<file path="config.mk">
export PLATFORM = sky130hd
export DESIGN_NAME = mem_access_unit
export DESIGN_NICKNAME = d
export VERILOG_FILES = /design/src/rtl/mem_access_unit_pkg.sv /design/src/rtl/mem_access_unit_load_align.sv /design/src/rtl/mem_access_unit.sv
export SDC_FILE = /design/constraint.sdc
export NUM_CORES = 1
export LEC_CHECK = 0
export ABC_AREA = 1
export BUFFER_PORTS_ARGS = -buffer_cell sky130_fd_sc_hd__buf_2
export CORE_MARGIN = 3
export CORE_UTILIZATION = 40
export CTS_CLUSTER_DIAMETER = 80
export DETAILED_ROUTE_END_ITERATION = 6
export PLACE_DENSITY = 0.67
export SLEW_MARGIN = 40
export SYNTH_ARGS = -nofsm -noshare
export SYNTH_HDL_FRONTEND = slang
export SYNTH_SLANG_ARGS = --single-unit
</file>
<file path="constraint.sdc">
create_clock -name clk -period 2.45 [get_ports clk]
set_input_delay 0.245 -clock clk [delete_from_list [all_inputs] [get_ports clk]]
set_output_delay 0.245 -clock clk [all_outputs]
set_load 0.02 [all_outputs]
</file>
<file path="src/rtl/mem_access_unit_pkg.sv">
// Shared definitions for the data-memory access unit: dm_ctrl width codes,
// sequencer state encoding and the alignment rule.
package mem_access_unit_pkg;

    localparam logic [2:0] dm_word              = 3'b000;
    localparam logic [2:0] dm_halfword          = 3'b001;
    localparam logic [2:0] dm_halfword_unsigned = 3'b010;
    localparam logic [2:0] dm_byte              = 3'b011;
    localparam logic [2:0] dm_byte_unsigned     = 3'b100;

    typedef enum logic [1:0] {
        MAU_IDLE = 2'b00,
        MAU_BUSY = 2'b01,
        MAU_DONE = 2'b10
    } mau_state_t;

    // Undefined width codes fall back to word alignment.
    function automatic logic is_misaligned(input logic [2:0] dm_ctrl, input logic [1:0] byte_off);
        logic mis;
        case (dm_ctrl)
            dm_halfword, dm_halfword_unsigned: mis = byte_off[0];
            dm_byte, dm_byte_unsigned:         mis = 1'b0;
            default:                           mis = (byte_off != 2'b00);
        endcase
        return mis;
    endfunction

endpackage

</file>
<file path="src/rtl/mem_access_unit_load_align.sv">
// Load-data extractor: selects the addressed half/byte lane of a bus word and
// sign- or zero-extends it according to the width code.
module load_align
    import mem_access_unit_pkg::*;
(
    input  logic [2:0]  dm_ctrl,
    input  logic [1:0]  byte_off,
    input  logic [31:0] word,
    output logic [31:0] data
);

    logic [15:0] half_sel;
    logic [7:0]  byte_sel;

    always_comb begin
        half_sel = byte_off[1] ? word[31:16] : word[15:0];
        case (byte_off)
            2'd0:    byte_sel = word[7:0];
            2'd1:    byte_sel = word[15:8];
            2'd2:    byte_sel = word[23:16];
            default: byte_sel = word[31:24];
        endcase
    end

    always_comb begin
        case (dm_ctrl)
            dm_halfword:          data = {{16{half_sel[15]}}, half_sel};
            dm_halfword_unsigned: data = {16'h0000, half_sel};
            dm_byte:              data = {{24{byte_sel[7]}}, byte_sel};
            dm_byte_unsigned:     data = {24'h000000, byte_sel};
            default:              data = word;
        endcase
    end

endmodule

</file>
<file path="src/rtl/mem_access_unit.sv">
// Data-memory access sequencer: turns a MEM-stage request into a held bus cycle,
// stalls the pipeline until ack or timeout, and returns aligned load data.
module mem_access_unit
    import mem_access_unit_pkg::*;
#(
    parameter int unsigned TIMEOUT_CYC = 16,
    parameter int unsigned CNT_W       = 5
) (
    input  logic        clk,
    input  logic        rstn,
    input  logic        mem_read_in,
    input  logic        mem_write_in,
    input  logic [2:0]  dm_ctrl_in,
    input  logic [31:0] addr_in,
    input  logic [31:0] wdata_in,
    input  logic [31:0] bus_rdata,
    input  logic        bus_ack,
    output logic        bus_en,
    output logic [3:0]  bus_we,
    output logic [31:0] bus_addr,
    output logic [31:0] bus_wdata,
    output logic        stall_out,
    output logic [31:0] rdata_out,
    output logic        done_out,
    output logic        misalign_out,
    output logic        timeout_out
);

    localparam logic [CNT_W-1:0] CNT_LAST = CNT_W'(TIMEOUT_CYC - 1);

    mau_state_t       state, state_nx;
    logic [CNT_W-1:0] cnt;
    logic [2:0]       ctrl_r;
    logic [1:0]       off_r;
    logic             we_r;
    logic [3:0]       we_mask_r;
    logic [31:0]      addr_r, wdata_r, rdata_r;
    logic             misalign_r, timeout_r;

    logic             req, misaligned, accept, expire;
    logic [3:0]       be;
    logic [31:0]      lane;
    logic [31:0]      aligned;

    assign req        = mem_read_in | mem_write_in;
    assign misaligned = is_misaligned(dm_ctrl_in, addr_in[1:0]);

    always_comb begin
        be   = 4'b1111;
        lane = wdata_in;
        case (dm_ctrl_in)
            dm_halfword, dm_halfword_unsigned: begin
                be   = addr_in[1] ? 4'b1100 : 4'b0011;
                lane = {2{wdata_in[15:0]}};
            end
            dm_byte, dm_byte_unsigned: begin
                be   = 4'b0001 << addr_in[1:0];
                lane = {4{wdata_in[7:0]}};
            end
            default: ;
        endcase
    end

    always_ff @(posedge clk or negedge rstn) begin
        if (!rstn) state <= MAU_IDLE;
        else       state <= state_nx;
    end

    always_comb begin
        state_nx  = state;
        stall_out = 1'b0;
        accept    = 1'b0;
        expire    = 1'b0;
        case (state)
            MAU_IDLE: begin
                if (req && !misaligned) begin
                    accept    = 1'b1;
                    stall_out = 1'b1;
                    state_nx  = MAU_BUSY;
                end
            end
            MAU_BUSY: begin
                stall_out = 1'b1;
                if (bus_ack) begin
                    state_nx = MAU_DONE;
                end else if (cnt == CNT_LAST) begin
                    expire   = 1'b1;
                    state_nx = MAU_DONE;
                end
            end
            MAU_DONE: state_nx = MAU_IDLE;
            default:  state_nx = MAU_IDLE;
        endcase
    end

    always_ff @(posedge clk or negedge rstn) begin
        if (!rstn) begin
            cnt        <= '0;
            ctrl_r     <= '0;
            off_r      <= '0;
            we_r       <= 1'b0;
            we_mask_r  <= '0;
            addr_r     <= '0;
            wdata_r    <= '0;
            rdata_r    <= '0;
            misalign_r <= 1'b0;
            timeout_r  <= 1'b0;
        end else begin
            misalign_r <= (state == MAU_IDLE) && req && misaligned;
            timeout_r  <= expire;
            cnt        <= (state == MAU_BUSY) ? cnt + CNT_W'(1) : '0;
            if (accept) begin
                ctrl_r    <= dm_ctrl_in;
                off_r     <= addr_in[1:0];
                we_r      <= mem_write_in;
                we_mask_r <= mem_write_in ? be : 4'b0000;
                addr_r    <= {addr_in[31:2], 2'b00};
                wdata_r   <= lane;
            end
            if (state == MAU_BUSY) begin
                if (bus_ack) begin
                    if (!we_r) rdata_r <= aligned;
                end else if (expire) begin
                    rdata_r <= '0;
                end
            end
        end
    end

    load_align u_load_align (
        .dm_ctrl  (ctrl_r),
        .byte_off (off_r),
        .word     (bus_rdata),
        .data     (aligned)
    );

    // Bus strobes derive from the state register so an async reset drops them at once.
    assign bus_en       = (state == MAU_BUSY);
    assign bus_we       = bus_en ? we_mask_r : 4'b0000;
    assign bus_addr     = addr_r;
    assign bus_wdata    = wdata_r;
    assign done_out     = (state == MAU_DONE);
    assign misalign_out = misalign_r;
    assign timeout_out  = timeout_r;
    assign rdata_out    = rdata_r;

endmodule

</file>
# Word level (Yosys, flattened, before mapping)
# Cells that the tools add are included.
# word_totals
register_bits	113
input_bits	104
out_inout_bits	105
wordCells	65
# classes
n_addsub	1
n_eq_ne	16
n_shift	1
muxes	23
bitwise	1
reduce_logical	12
# op_table
cell	count
$pmux W32 S4	1
$mux W32	3
$pmux W32 S2	1
$pmux W8 S3	1
$mux W16	1
$eq A3 B2 Y1 const B	4
$mux W4	3
$pmux W4 S2	1
$eq A3 B1 Y1 const B	2
$eq A3 B3 Y1 const B	2
$mux W2	3
$add A5 B1 Y5 const B	1
$eq A5 B4 Y1 const B	1
$mux W1	5
$mux W5	1
$eq A2 B1 Y1 const B	2
$eq A2 B2 Y1 const B	2
$logic_not A2 Y1	2
$ne A2 B2 Y1 const B	2
$pmux W1 S2	2
$pmux W2 S2	1
$reduce_bool A2 Y1	2
$reduce_or A2 Y1	2
$shl A1 B2 Y4 const A	1
6 further kinds	8

# Longest topological paths before layout
# logic_depth
word_depth	7
ltp_mapped	10
ltp_nobuf	9

# Modules after synthesis
# From an unflattened synthesis, not the netlist that was laid out.
# unflattened
hier_cells	835
area_unflattened_um2	6102.1
# modules_own_cells
mod	instances	cells_per_inst	area_each_um2	seq_area_each_um2
mem_access_unit	1	614	4957.3	2827.7
load_align	1	221	1144.8	0.0

# Worst setup path before layout
# No wires, ideal clock.
# synth_timing
kind	reg-to-reg
from	reg cnt[0]
to	reg rdata_r[0] (netlist: rdata_out[0])
setup_ns	0.066
arrival_ns	1.639
required_time_ns	2.384
path_slack_ns	0.745
path_stages_with_launch	11
n_path_buf	1
synth_period_minus_slack_ns	1.705
cell_sequence	dfrtp_1 -> ha_1 -> nand2_1 -> nor2_1 -> ha_1 -> inv_1 -> nor3_1 -> a21oi_1 -> clkbuf_1 -> nand2_1 -> nand2_1
# synth_between
elab_chain_len	6
# synth_lines
item	line	text
from (decl)	mem_access_unit.sv:32	logic [CNT_W-1:0] cnt;
from (signal assigned)	mem_access_unit.sv:111	cnt <= (state == MAU_BUSY) ? cnt + CNT_W'(1) : '0;
$eq A5 B4 Y1	mem_access_unit.sv:86	end else if (cnt == CNT_LAST) begin
$mux W1	mem_access_unit.sv:86	
$mux W1	mem_access_unit.sv:84	if (bus_ack) begin
$mux W1	mem_access_unit.sv:74	case (state)
named net expire	mem_access_unit.sv:40	logic req, misaligned, accept, expire;
$reduce_bool A2 Y1 (no source line)	n/a	
$reduce_and A3 Y1 (no source line)	n/a	
to (signal assigned)	mem_access_unit.sv:122	if (!we_r) rdata_r <= aligned;
to (decl)	mem_access_unit.sv:37	logic [31:0] addr_r, wdata_r, rdata_r;
# The timed path passes the listed nets, and every way through them passes these cells.
# A chain may end at the register's enable or synchronous reset.

# Worst setup path in the final report
# layout_timing
from	reg ctrl_r[2]
to	reg rdata_r[29] (netlist: rdata_out[29])
# layout_between
elab_chain_len	4
word_cells_on_any_way	7
cone_classes	eq/ne (4); mux (3)
# layout_lines
item	line	text
from (decl)	mem_access_unit.sv:33	logic [2:0] ctrl_r;
from (signal assigned)	mem_access_unit.sv:113	ctrl_r <= dm_ctrl_in;
$eq A3 B3 Y1 (tied with other cells)	mem_access_unit_load_align.sv:26	case (dm_ctrl)
$pmux W32 S4 *	mem_access_unit_load_align.sv:26	
$mux W32 *	mem_access_unit.sv:122	
$mux W32 *	mem_access_unit.sv:121	if (bus_ack) begin
# Every way passes the cells marked *; elsewhere a longest branch is shown, timed or not. The select of a mux whose other input is x is not followed.

==> flow_results.xml <==
<?xml version="1.0" encoding="UTF-8"?>
<metrics>
  <group name="run_status">
    <metric name="result_of_the_run" unit="">finished clean</metric>
  </group>
  <group name="critical_path">
    <metric name="setup.worst_path.start_class" unit="">register</metric>
    <metric name="critical_path_buf_inv_count" unit="">2</metric>
    <metric name="worst_path_largest_cell_delay" unit="ps">420</metric>
    <metric name="timing.critical_path.to_type" unit="">register</metric>
    <metric name="path_cells" unit="">inv_1, nand3_1, nand2_2, nor2_2, inv_2, nand3_2, nand2_1, nand2_1</metric>
    <metric name="crit_slowest_cell" unit="">sky130_fd_sc_hd__dfrtp_1</metric>
    <metric name="path_common_cell" unit="">sky130_fd_sc_hd__nand2_1</metric>
    <metric name="critPathRequiredTime" unit="ps">2750</metric>
    <metric name="cpLargestDelayFamily" unit="">simple AND/OR/NAND/NOR gates</metric>
    <metric name="worst_ep_arrival_time" unit="ps">2200</metric>
    <metric name="timing_worst_setup_path_type" unit="">register to register</metric>
    <metric name="timing.critical_path.fanout_max" unit="">17</metric>
  </group>
  <group name="power_and_ir_drop">
    <metric name="power_density" unit="nW/um2">1400</metric>
    <metric name="ir_worst_vdd" unit="uV">660</metric>
    <metric name="power.share.combinational" unit="%">44.2</metric>
    <metric name="power.sequential.fraction" unit="%">30.5</metric>
    <metric name="p_int" unit="mW">5.96</metric>
    <metric name="p_sw_share" unit="%">43.9</metric>
    <metric name="p_switching" unit="mW">4.67</metric>
    <metric name="power.share.clock" unit="%">25.2</metric>
    <metric name="leakagePower" unit="nW">4.42</metric>
  </group>
  <group name="job">
    <metric name="cap_viol_max_count" unit="">0</metric>
  </group>
  <group name="timing">
    <metric name="grt_setup_unrepaired" unit="">false</metric>
    <metric name="final.setup_skew" unit="ps">8.24</metric>
    <metric name="post-route-period-util" unit="%">77.5</metric>
    <metric name="fmaxAchievable" unit="MHz">526</metric>
    <metric name="total_negative_slack" unit="ps">0</metric>
    <metric name="worst_slew_pin_slew" unit="ps">593</metric>
    <metric name="finalSetupViolCount" unit="">0</metric>
    <metric name="final_hold_viol_count" unit="">0</metric>
    <metric name="whs" unit="ps">19.3</metric>
    <metric name="finalWorstPathRequiredPeriod" unit="ps">1900</metric>
    <metric name="timing.final.ws_setup" unit="ps">551</metric>
    <metric name="timing.max_slew.rel_slack" unit="%">60.4</metric>
    <metric name="final_max_slew_viol_count" unit="">0</metric>
  </group>
  <group name="cells_and_area">
    <metric name="fillerInstances" unit="">1364</metric>
    <metric name="finalInstanceArea" unit="um2">7590</metric>
    <metric name="util_after_layout" unit="%">54.4</metric>
    <metric name="layout.area.seq" unit="um2">2830</metric>
    <metric name="leading_cell_type_in_the_layout_fill_and_taps_excluded" unit="">sky130_fd_sc_hd__nand2_1</metric>
    <metric name="layout.nets" unit="">1109</metric>
    <metric name="layout-drive-gt1-share" unit="%">26.1</metric>
    <metric name="multiInputGateArea" unit="um2">2480</metric>
    <metric name="diodes" unit="">0</metric>
    <metric name="syn2layout_area_growth" unit="%">32.5</metric>
    <metric name="mostFrequentLayoutCells" unit="">sky130_fd_sc_hd__nand2_1, sky130_fd_sc_hd__buf_2, sky130_fd_sc_hd__dfrtp_1, sky130_fd_sc_hd__inv_1, sky130_fd_sc_hd__nor2_1</metric>
  </group>
  <group name="synth">
    <metric name="syn-instance-count" unit="">801</metric>
    <metric name="synth.top_cells.by_area" unit="">sky130_fd_sc_hd__dfrtp_1, sky130_fd_sc_hd__nand2_1, sky130_fd_sc_hd__inv_1</metric>
    <metric name="synth_seq_cells" unit="">113</metric>
    <metric name="synth_warnings" unit="">0</metric>
    <metric name="synth_top_cell_by_area" unit="">sky130_fd_sc_hd__dfrtp_1</metric>
    <metric name="synth_area_per_cell" unit="um2">7.15</metric>
    <metric name="synthesis.area" unit="um2">5730</metric>
    <metric name="synth_cell_type_count" unit="">26</metric>
    <metric name="synth_sequential_area_ratio" unit="%">49.4</metric>
    <metric name="area_fraction_of_the_dominant_cell_type_after_synthesis" unit="%">49.4</metric>
  </group>
  <group name="die">
    <metric name="die_area" unit="um2">15800</metric>
    <metric name="boundaryPins" unit="">209</metric>
    <metric name="die_height" unit="um">126</metric>
    <metric name="coreArea" unit="um2">13900</metric>
    <metric name="die_width" unit="um">126</metric>
    <metric name="placement_rows" unit="">43</metric>
    <metric name="initial_core_util" unit="%">41.1</metric>
  </group>
  <group name="clocking">
    <metric name="cts_max_path_buffers" unit="">2</metric>
    <metric name="cts-root-buf" unit="">sky130_fd_sc_hd__clkbuf_16</metric>
    <metric name="insertion_delay" unit="ps">420</metric>
    <metric name="tritoncts_num_sinks" unit="">113</metric>
    <metric name="cts-buffers-inserted" unit="">17</metric>
    <metric name="cts_tree" unit="">built</metric>
    <metric name="clock_pin_transition_on_the_worst_setup_and_hold_timing_paths" unit="ps">60</metric>
    <metric name="htreeDepth" unit="">4</metric>
  </group>
  <group name="place">
    <metric name="port_buffers" unit="">206</metric>
    <metric name="pre_cts_ws" unit="ps">482</metric>
    <metric name="place_hpwl" unit="mm">12.0</metric>
    <metric name="gp_routability_congestion" unit="">0.859</metric>
    <metric name="placed_cell_area" unit="um2">6910</metric>
  </group>
  <group name="global_routing">
    <metric name="grt_start_max_net_pins" unit="">54</metric>
    <metric name="track_usage" unit="%">21.7</metric>
    <metric name="grt_pass1_vias" unit="">5608</metric>
    <metric name="antenna_found_initial" unit="">1</metric>
    <metric name="grt_pass1_wl" unit="mm">27.8</metric>
    <metric name="grt_overflow_total" unit="">0</metric>
  </group>
  <group name="drt">
    <metric name="routed_wirelength" unit="mm">16.6</metric>
    <metric name="first_iter_violations" unit="">411</metric>
    <metric name="vias_per_cell" unit="">4.75</metric>
    <metric name="drt-pass1-iter-count" unit="">5</metric>
    <metric name="wl_per_cell" unit="um">13.8</metric>
    <metric name="drt_antenna_net_count" unit="">0</metric>
    <metric name="drc_errors" unit="">0</metric>
    <metric name="route.vias.total" unit="">5681</metric>
  </group>
  <group name="hold_path">
    <metric name="hold_class" unit="">input pin to register</metric>
  </group>
</metrics>
==> power by group through the flow <==
| stage | Combinational (mW) | Sequential (mW) | Clock [mW] |
|---|---|---|---|
| 6_report | 4.70 | 3.25 | 2.68 |
| 5_1_grt | 5.24 | 3.37 | 2.83 |
| 4_1_cts | 4.73 | 3.25 | 2.73 |
| 3_5_place_dp | 4.74 | 3.23 | 0 |
| 3_3_place_gp | 4.66 | 3.26 | 0 |
| 2_1_floorplan | 2.40 | 4.09 | 0 |
==> timing repair <==
item,CTS,global route
buffers inserted,0,0
endpoints found under the setup margin,0,0
gates resized for setup,0,0
hold buffers,3,0
hold endpoints to repair,43,0
==> metal layers <==
| layer | up-vias | wire [um] | track usage, % |
|---|---|---|---|
| met2 | 211 | 7670 | 34.6 |
| met1 | 2560 | 7150 | 28.6 |
| met3 | 24 | 1490 | 6.74 |
| met5 | - | 7 | 0 |
| met4 | 2 | 240 | 6.51 |
| li1 | 2884 | - | - |
==> synth_stat cells, drive strengths merged <==
| master | count |
|---|---|
| nand4 | 1 |
| o21ai | 52 |
| ha | 2 |
| inv | 66 |
| a21oi | 42 |
| dfrtp | 113 |
| and2 | 7 |
| conb | 1 |
| nor2 | 51 |
| a21boi | 1 |
| nand2 | 378 |
| nand3 | 39 |
| o31ai | 1 |
| nor3 | 8 |
| buf | 30 |
| clkbuf | 9 |
==> per-stage QoR <==
stage | power [mW] | instances
6_report | 10.6 | 1196
5_1_grt | 11.4 | 1196
4_1_cts | 10.7 | 1196
3_5_place_dp | 7.97 | 1161
3_3_place_gp | 7.92 | 1161
2_1_floorplan | 6.49 | 802
==> logic make-up after synthesis <==
logic type                 after synthesis  synth area share (%)
other                                    1                0.0655
AOI/OAI and AO/OA                       96                  8.54
buffers and inverters                  105                  7.73
DFF                                    113                  49.4
and+or+nand+nor                        484                  33.8
adders and majority gates                2                 0.437
==> worst register-to-register path, stage by stage (launching register included) <==
cell and delay [ps]:
sky130_fd_sc_hd__dfrtp_1 420, sky130_fd_sc_hd__inv_1 150, sky130_fd_sc_hd__nand3_1 100, sky130_fd_sc_hd__nand2_2 280, sky130_fd_sc_hd__nor2_2 80, sky130_fd_sc_hd__inv_2 160, sky130_fd_sc_hd__nand3_2 340, sky130_fd_sc_hd__nand2_1 190
sky130_fd_sc_hd__nand2_1 70
==> area by class of cell <==
cell class              instances  share of cell area [%]
flip-flops and latches        113                    37.3
well taps                     180                    2.97
clock buffers                  18                    5.79
multi-input cells             584                    32.6
repair buffers                221                    15.4
inverters                      66                    3.27
clock inverters                14                    2.70
==> flip-flops by register name, indices dropped and copies added (netlist names) <==
name	count
we_r	1
state	2
bus_addr	30
rdata_out	32
off_r	2
we_mask_r	4
bus_wdata	32
ctrl_r	3
misalign_out	1
timeout_out	1
cnt	5
==> final timing paths <==
kind	startpoint	endpoint	slack, ps	cells after the start
setup / recovery	ctrl_r[2]	rdata_out[29]	550	8
hold / removal	addr_in[17]	bus_addr[17]	20	3
setup reg to reg	ctrl_r[2]	rdata_out[29]	550	8
hold reg to reg	cnt[0]	cnt[0]	470	1
max in group asynchronous	rstn	bus_addr[13]	1300	3
min in group asynchronous	rstn	rdata_out[0]	390	2
No activity file was read; power rests on OpenSTA's default activity.
